File: config.mk
export PLATFORM = sky130hd
export DESIGN_NAME = mem_access_stage_flat
export DESIGN_NICKNAME = d
export VERILOG_FILES = /design/src/rtl/mem_access_stage_if.sv /design/src/rtl/mem_access_stage.sv /design/src/flat_wrapper.sv
export SDC_FILE = /design/constraint.sdc
export NUM_CORES = 1
export LEC_CHECK = 0
export ABC_AREA = 1
export CAP_MARGIN = 20
export CORE_MARGIN = 1.5
export CORE_UTILIZATION = 40
export DETAILED_ROUTE_END_ITERATION = 8
export PLACE_DENSITY = 0.77
export SLEW_MARGIN = 10
export SYNTH_ARGS = -nofsm -noshare
export SYNTH_HDL_FRONTEND = slang
export SYNTH_SLANG_ARGS = --single-unit
File: constraint.sdc
create_clock -name clk -period 2.59 [get_ports clk]
set_clock_uncertainty 0.2 [all_clocks]
set_input_delay 0.518 -clock clk [delete_from_list [all_inputs] [get_ports clk]]
set_output_delay 0.518 -clock clk [all_outputs]
set_load 0.005 [all_outputs]
File: src/rtl/mem_access_stage_if.sv
// Data-memory bus between the memory-access stage (master) and the data memory (slave).
// The read data is only meaningful in the cycle where the ack is high.
interface mem_access_stage_if;
    logic        dmem_req;
    logic        dmem_we;
    logic [31:0] dmem_addr;
    logic [31:0] dmem_wdata;
    logic [3:0]  dmem_be;
    logic        dmem_ack;
    logic [31:0] dmem_rdata;

    modport master (
        output dmem_req, dmem_we, dmem_addr, dmem_wdata, dmem_be,
        input  dmem_ack, dmem_rdata
    );

    modport slave (
        input  dmem_req, dmem_we, dmem_addr, dmem_wdata, dmem_be,
        output dmem_ack, dmem_rdata
    );
endinterface

File: src/rtl/mem_access_stage.sv
// MEM pipeline stage: issues one data-memory access per instruction, aligns store lanes,
// extracts and extends load data, and hands a one-cycle result pulse to MEM/WB.
module mem_access_stage #(
    parameter int unsigned TIMEOUT = 16
) (
    input  logic                     clk,
    input  logic                     rst,
    input  logic                     ex_valid,
    input  logic                     ex_mem_rd,
    input  logic                     ex_mem_wr,
    input  logic [1:0]               ex_size,
    input  logic                     ex_unsigned,
    input  logic [31:0]              ex_alu,
    input  logic [31:0]              ex_store_data,
    input  logic [4:0]               ex_rd,
    input  logic [4:0]               ex_rt,
    output logic                     ex_ready,
    mem_access_stage_if.master       dmem,
    output logic                     wb_valid,
    output logic [31:0]              dato_mem,
    output logic [31:0]              ALU,
    output logic [4:0]               rd,
    output logic [4:0]               rt,
    output logic                     misalign,
    output logic                     bus_err
);

    typedef enum logic {IDLE, ACCESS} state_t;

    // With TIMEOUT of zero this value is never compared against.
    localparam logic [31:0] WAIT_LAST = 32'(TIMEOUT) - 32'd1;

    state_t      state, next_state;
    logic [31:0] wait_cnt;

    logic        mem_op;
    logic [1:0]  eff_size;
    logic        misaligned_req;
    logic [31:0] st_wdata;
    logic [3:0]  st_be;

    logic        accept_alu, accept_mem, done_ok, done_err;

    logic [31:0] pend_alu;
    logic [4:0]  pend_rd, pend_rt;
    logic [1:0]  size_q;
    logic [1:0]  lane_q;
    logic        uns_q;
    logic        store_q;
    logic [31:0] addr_q, wdata_q;
    logic [3:0]  be_q;

    logic [7:0]  load_byte;
    logic [15:0] load_half;
    logic [31:0] load_val;

    assign ex_ready        = (state == IDLE);
    assign dmem.dmem_req   = (state == ACCESS);
    assign dmem.dmem_we    = (state == ACCESS) && store_q;
    assign dmem.dmem_addr  = addr_q;
    assign dmem.dmem_wdata = wdata_q;
    assign dmem.dmem_be    = be_q;

    // Request decode: size 11 behaves as a word, a store wins over a load.
    always_comb begin
        mem_op         = ex_mem_rd || ex_mem_wr;
        eff_size       = (ex_size == 2'b11) ? 2'b10 : ex_size;
        misaligned_req = 1'b0;
        st_wdata       = 32'd0;
        st_be          = 4'b1111;
        case (eff_size)
            2'b01:   misaligned_req = mem_op && ex_alu[0];
            2'b10:   misaligned_req = mem_op && (ex_alu[1:0] != 2'b00);
            default: misaligned_req = 1'b0;
        endcase
        if (ex_mem_wr) begin
            case (eff_size)
                2'b00: begin
                    st_wdata = {4{ex_store_data[7:0]}};
                    st_be    = 4'b0001 << ex_alu[1:0];
                end
                2'b01: begin
                    st_wdata = {2{ex_store_data[15:0]}};
                    st_be    = ex_alu[1] ? 4'b1100 : 4'b0011;
                end
                default: begin
                    st_wdata = ex_store_data;
                    st_be    = 4'b1111;
                end
            endcase
        end
    end

    always_ff @(posedge clk) begin
        if (rst) begin
            state <= IDLE;
        end else begin
            state <= next_state;
        end
    end

    // Ack is checked before the timeout so a late-but-in-time ack still succeeds.
    always_comb begin
        next_state = state;
        accept_alu = 1'b0;
        accept_mem = 1'b0;
        done_ok    = 1'b0;
        done_err   = 1'b0;
        case (state)
            IDLE: begin
                if (ex_valid) begin
                    if (mem_op && !misaligned_req) begin
                        accept_mem = 1'b1;
                        next_state = ACCESS;
                    end else begin
                        accept_alu = 1'b1;
                    end
                end
            end
            ACCESS: begin
                if (dmem.dmem_ack) begin
                    done_ok    = 1'b1;
                    next_state = IDLE;
                end else if (TIMEOUT != 0 && wait_cnt == WAIT_LAST) begin
                    done_err   = 1'b1;
                    next_state = IDLE;
                end
            end
            default: next_state = IDLE;
        endcase
    end

    always_comb begin
        load_byte = 8'd0;
        load_half = 16'd0;
        load_val  = dmem.dmem_rdata;
        case (lane_q)
            2'b00:   load_byte = dmem.dmem_rdata[7:0];
            2'b01:   load_byte = dmem.dmem_rdata[15:8];
            2'b10:   load_byte = dmem.dmem_rdata[23:16];
            default: load_byte = dmem.dmem_rdata[31:24];
        endcase
        load_half = lane_q[1] ? dmem.dmem_rdata[31:16] : dmem.dmem_rdata[15:0];
        case (size_q)
            2'b00:   load_val = uns_q ? {24'd0, load_byte} : {{24{load_byte[7]}}, load_byte};
            2'b01:   load_val = uns_q ? {16'd0, load_half} : {{16{load_half[15]}}, load_half};
            default: load_val = dmem.dmem_rdata;
        endcase
    end

    // Result registers only change together with a wb_valid pulse.
    always_ff @(posedge clk) begin
        if (rst) begin
            wait_cnt <= 32'd0;
            wb_valid <= 1'b0;
            dato_mem <= 32'd0;
            ALU      <= 32'd0;
            rd       <= 5'd0;
            rt       <= 5'd0;
            misalign <= 1'b0;
            bus_err  <= 1'b0;
            pend_alu <= 32'd0;
            pend_rd  <= 5'd0;
            pend_rt  <= 5'd0;
            size_q   <= 2'b00;
            lane_q   <= 2'b00;
            uns_q    <= 1'b0;
            store_q  <= 1'b0;
            addr_q   <= 32'd0;
            wdata_q  <= 32'd0;
            be_q     <= 4'd0;
        end else begin
            wb_valid <= 1'b0;
            if (accept_alu) begin
                wb_valid <= 1'b1;
                dato_mem <= 32'd0;
                ALU      <= ex_alu;
                rd       <= ex_rd;
                rt       <= ex_rt;
                misalign <= misaligned_req;
                bus_err  <= 1'b0;
            end
            if (accept_mem) begin
                wait_cnt <= 32'd0;
                pend_alu <= ex_alu;
                pend_rd  <= ex_rd;
                pend_rt  <= ex_rt;
                size_q   <= eff_size;
                lane_q   <= ex_alu[1:0];
                uns_q    <= ex_unsigned;
                store_q  <= ex_mem_wr;
                addr_q   <= {ex_alu[31:2], 2'b00};
                wdata_q  <= st_wdata;
                be_q     <= st_be;
            end
            if (state == ACCESS && !dmem.dmem_ack && !done_err) begin
                wait_cnt <= wait_cnt + 32'd1;
            end
            if (done_ok || done_err) begin
                wb_valid <= 1'b1;
                dato_mem <= (done_ok && !store_q) ? load_val : 32'd0;
                ALU      <= pend_alu;
                rd       <= pend_rd;
                rt       <= pend_rt;
                misalign <= 1'b0;
                bus_err  <= done_err;
            end
        end
    end

endmodule

File: src/flat_wrapper.sv
// flat-port wrapper written by rule: the top's interface ports become plain ports
module mem_access_stage_flat 
#(
    parameter int unsigned TIMEOUT = 16
)
  (clk, rst, ex_valid, ex_mem_rd, ex_mem_wr, ex_size, ex_unsigned, ex_alu, ex_store_data, ex_rd, ex_rt, ex_ready, wb_valid, dato_mem, ALU, rd, rt, misalign, bus_err, dmem_dmem_req, dmem_dmem_we, dmem_dmem_addr, dmem_dmem_wdata, dmem_dmem_be, dmem_dmem_ack, dmem_dmem_rdata);
  mem_access_stage_if dmem_i ();
  input  logic clk;
  input  logic rst;
  input  logic ex_valid;
  input  logic ex_mem_rd;
  input  logic ex_mem_wr;
  input  logic [1:0] ex_size;
  input  logic ex_unsigned;
  input  logic [31:0] ex_alu;
  input  logic [31:0] ex_store_data;
  input  logic [4:0] ex_rd;
  input  logic [4:0] ex_rt;
  output logic ex_ready;
  output logic wb_valid;
  output logic [31:0] dato_mem;
  output logic [31:0] ALU;
  output logic [4:0] rd;
  output logic [4:0] rt;
  output logic misalign;
  output logic bus_err;
  output wire logic [$bits(dmem_i.dmem_req)-1:0] dmem_dmem_req;
  output wire logic [$bits(dmem_i.dmem_we)-1:0] dmem_dmem_we;
  output wire logic [$bits(dmem_i.dmem_addr)-1:0] dmem_dmem_addr;
  output wire logic [$bits(dmem_i.dmem_wdata)-1:0] dmem_dmem_wdata;
  output wire logic [$bits(dmem_i.dmem_be)-1:0] dmem_dmem_be;
  input wire logic [$bits(dmem_i.dmem_ack)-1:0] dmem_dmem_ack;
  input wire logic [$bits(dmem_i.dmem_rdata)-1:0] dmem_dmem_rdata;
  assign dmem_dmem_req = dmem_i.dmem_req;
  assign dmem_dmem_we = dmem_i.dmem_we;
  assign dmem_dmem_addr = dmem_i.dmem_addr;
  assign dmem_dmem_wdata = dmem_i.dmem_wdata;
  assign dmem_dmem_be = dmem_i.dmem_be;
  assign dmem_i.dmem_ack = dmem_dmem_ack;
  assign dmem_i.dmem_rdata = dmem_dmem_rdata;
  mem_access_stage #(.TIMEOUT(TIMEOUT)) u_core (.clk(clk), .rst(rst), .ex_valid(ex_valid), .ex_mem_rd(ex_mem_rd), .ex_mem_wr(ex_mem_wr), .ex_size(ex_size), .ex_unsigned(ex_unsigned), .ex_alu(ex_alu), .ex_store_data(ex_store_data), .ex_rd(ex_rd), .ex_rt(ex_rt), .ex_ready(ex_ready), .dmem(dmem_i), .wb_valid(wb_valid), .dato_mem(dato_mem), .ALU(ALU), .rd(rd), .rt(rt), .misalign(misalign), .bus_err(bus_err));
endmodule
==> results.tsv <==
metric	value	unit
die area	0.0247	sq mm
Util after Layout	55.6	%
number of global-route vias before repair	9877	
status	completed	
placed cells	1945	
pin count of the biggest net entering global routing	118	
setup TNS	0	ps
total gr overflow	0	
Int Pwr	0.00496	W
NumNets Final	1761	
unrepaired setup endpoints after global routing	false	
multi-input combinational cell area	0.00488	sq mm
H-tree Lvls	4	
first-pass GRT wire length	50300	microns
worst path cell trace	nand2_1 > inv_1 > clkdlybuf4s50_1	
CTS resizes	0	
TritonCTS clock tree	built	
ys flop type	dfxtp_1	
MaxCap Viol Count	0	
final hold violation count	0	
Clock power frac	37.6	%
Boundary Pins	263	
DRC	0	
CP max FO	3	
CTS clk-pin slew, worst paths	80	ps
Setup-failing EPs final	0	
Final ANT Viol Nets	0	
Vias/cell	5.30	
CP max-delay cell	clkdlybuf4s50_1	
EDFF count, synth	0	
fin. max-slew vios	0	
Routed wire per std cell	16.0	microns
Post-Layout Cell Count	1978	
async set-reset flop share out of synthesis	0	%
Post-Syn Area per Cell	6.67	sq um
DR pass1 iterations	5	
cts hold-fix bufs	0	
NetSw	0.00207	W
Yosys cell types	35	
Num CTS Buffers	17	
crit path DAT	1560	ps
Reg power frac	45.1	%
worst-skew pair later-pin latency	440	ps
min-delay worst type	flop to flop	
core area	0.0234	sq mm
register bit count reported by yosys	192	
Port Buffers	260	
Longest Clk Path Bufs	2	
Final min period	2280	ps
synth warn	0	
fmax	0.439	GHz
r2r setup slk	380	ps
Worst VDD drop	0.388	mV
DRT iter0 DRCs	805	
DP Wirelength	21700	microns
sequential share of the synthesized area	40.5	%
Mapped Area	0.00949	sq mm
Detailed Route WL	31700	microns
GRT Total Usage	25.5	%
Placer Congestion	0.915	
ratio of cells with drive above 1 in the final layout	5.67	%
initial antenna violation count	1	
die height	157	microns
# clock sinks	192	
Critical Path RT	1870	ps
leakage	4.96	nW
Startpoint Class	flop	
die width	157	microns
switching share of power	29.4	%
fillers	2252	
Root Driver	clkbuf_16	
part of the cycle the worst path needs	87.9	%
Setup Crit Path Kind	flop to output port	
pwr/cell area	540	mW/mm^2
initial core utilization	40.6	%
P&R area growth vs syn	37.1	%
Reg area	0.00384	sq mm
Synth Instances	1423	
Comb pwr share	17.3	%
CP peak stage delay	500	ps
DR vias	10500	
postcts setup bufs	0	
FP Rows	56	
Slew headroom	61.6	%
Worst-Margin Slew	576	ps
CP endpoint kind	output port	
## power by group through the flow
stage | logic [W] | registers [W] | clock network, W
detailed placement | 0.00120 | 0.00323 | 0
finish | 0.00122 | 0.00317 | 0.00264
global placement | 0.00119 | 0.00323 | 0
floorplan | 0.000560 | 0.00323 | 0
CTS | 0.00121 | 0.00317 | 0.00268
global route | 0.00133 | 0.00318 | 0.00281
## flip-flops by register name, summed over array words and instances, names as in the netlist, 2 cells and up
name and cells:
u_core.rd 5, u_core.wait_cnt 32, u_core.size_q 2, u_core.rt 5, u_core.pend_alu 30, u_core.pend_rt 5
u_core.dmem.dmem_wdata 32, u_core.dato_mem 32, u_core.dmem.dmem_be 4, u_core.ALU 32, u_core.pend_rd 5
## cells by family (layout without fill, tap and decap cells)
kind of cell	after synthesis	count (layout)	synth area share, %
buffers and inverters	175	409	8.37
AOI/OAI and AO/OA	338	338	19.5
adders and majority gates	1	1	0.132
and+or+nand+nor	712	712	31.2
DFF	192	192	40.5
xor gates and xnor gates	4	4	0.369
other	1	3	0.0395
## layout by cell type (no fill, tap or decap), types with 2 or more instances in the layout
cell / n
o211ai_1: 46
conb_1: 2
inv_1: 77
nor3_1: 13
xor2_1: 2
o21ai_1: 7
a21oi_1: 191
inv_2: 2
buf_4: 27
inv_6: 2
inv_8: 4
clkbuf_16: 17
nand2_4: 2
a21oi_2: 2
clkinv_8: 4
buf_12: 10
nor2_2: 3
xnor2_1: 2
dfxtp_1: 192
clkinv_1: 2
clkdlybuf4s50_1: 259
nand2_1: 446
nand2_2: 6
nand3_4: 2
o211a_1: 2
nand3_1: 52
nand4_1: 38
nor2_1: 140
clkinv_4: 3
o21ai_0: 81
nor2_4: 7
a21boi_0: 7
## routing by layer
metal  vias up  global-route usage (%)  wire, microns
li1       5125                       -              -
met1      4843                    32.8          13200
met2       462                    40.9          14700
met3        57                    6.86           2910
met4         0                    9.93            886
met5         -                       0              0
## layout make-up
class | count | share of cell area [%]
Timing Repair Buffer | 296 | 23.0
Clock buffer | 17 | 3.27
Tap cell | 319 | 3.07
Clock inverter | 15 | 1.28
Antenna cell | 1 | 0.0192
Sequential cell | 192 | 29.5
Multi-Input combinational cell | 1057 | 37.5
Inverter | 81 | 2.34
## final timing paths
check,from,to,cells past startpoint
max,u_core.store_q,dmem_dmem_we,3
min,u_core.dmem.dmem_wdata[30],u_core.dmem.dmem_wdata[30],2
max reg2reg,u_core.wait_cnt[0],u_core.ALU[17],9
min reg2reg,u_core.dmem.dmem_wdata[30],u_core.dmem.dmem_wdata[30],2
## synthesized netlist by cell type (6+ instances only)
| master | n | area (sq um) |
|---|---|---|
| a21boi_0 | 7 | 52.6 |
| a21oi_1 | 191 | 956 |
| buf_2 | 32 | 160 |
| buf_4 | 10 | 75.1 |
| buf_6 | 8 | 90.1 |
| clkbuf_1 | 39 | 146 |
| dfxtp_1 | 192 | 3840 |
| inv_1 | 77 | 289 |
| nand2_1 | 448 | 1680 |
| nand3_1 | 52 | 260 |
| nand4_1 | 38 | 238 |
| nor2_1 | 142 | 533 |
| nor2_4 | 6 | 67.6 |
| nor3_1 | 13 | 65.1 |
| o211ai_1 | 46 | 345 |
| o21ai_0 | 81 | 405 |
| o21ai_1 | 7 | 35.0 |
## stage by stage
stage	area (sq um)	hold slack [ps]	setup slack (ps)	power (W)
after global routing	13000	289	237	0.00732
final	13000	267	315	0.00702
after floorplan	9500	244	731	0.00379
after CTS	13000	271	285	0.00706
after detailed placement	12400	258	70.3	0.00444
after global placement	12400	252	170	0.00442
## critical path: cells and delay by family (launching register included)
kind                   cells  cell delay [ps]
flip-flops                 1              460
AND/OR/NAND/NOR            1               90
buffers and inverters      2              570
Note: power is estimated with default switching activity, not from simulation.
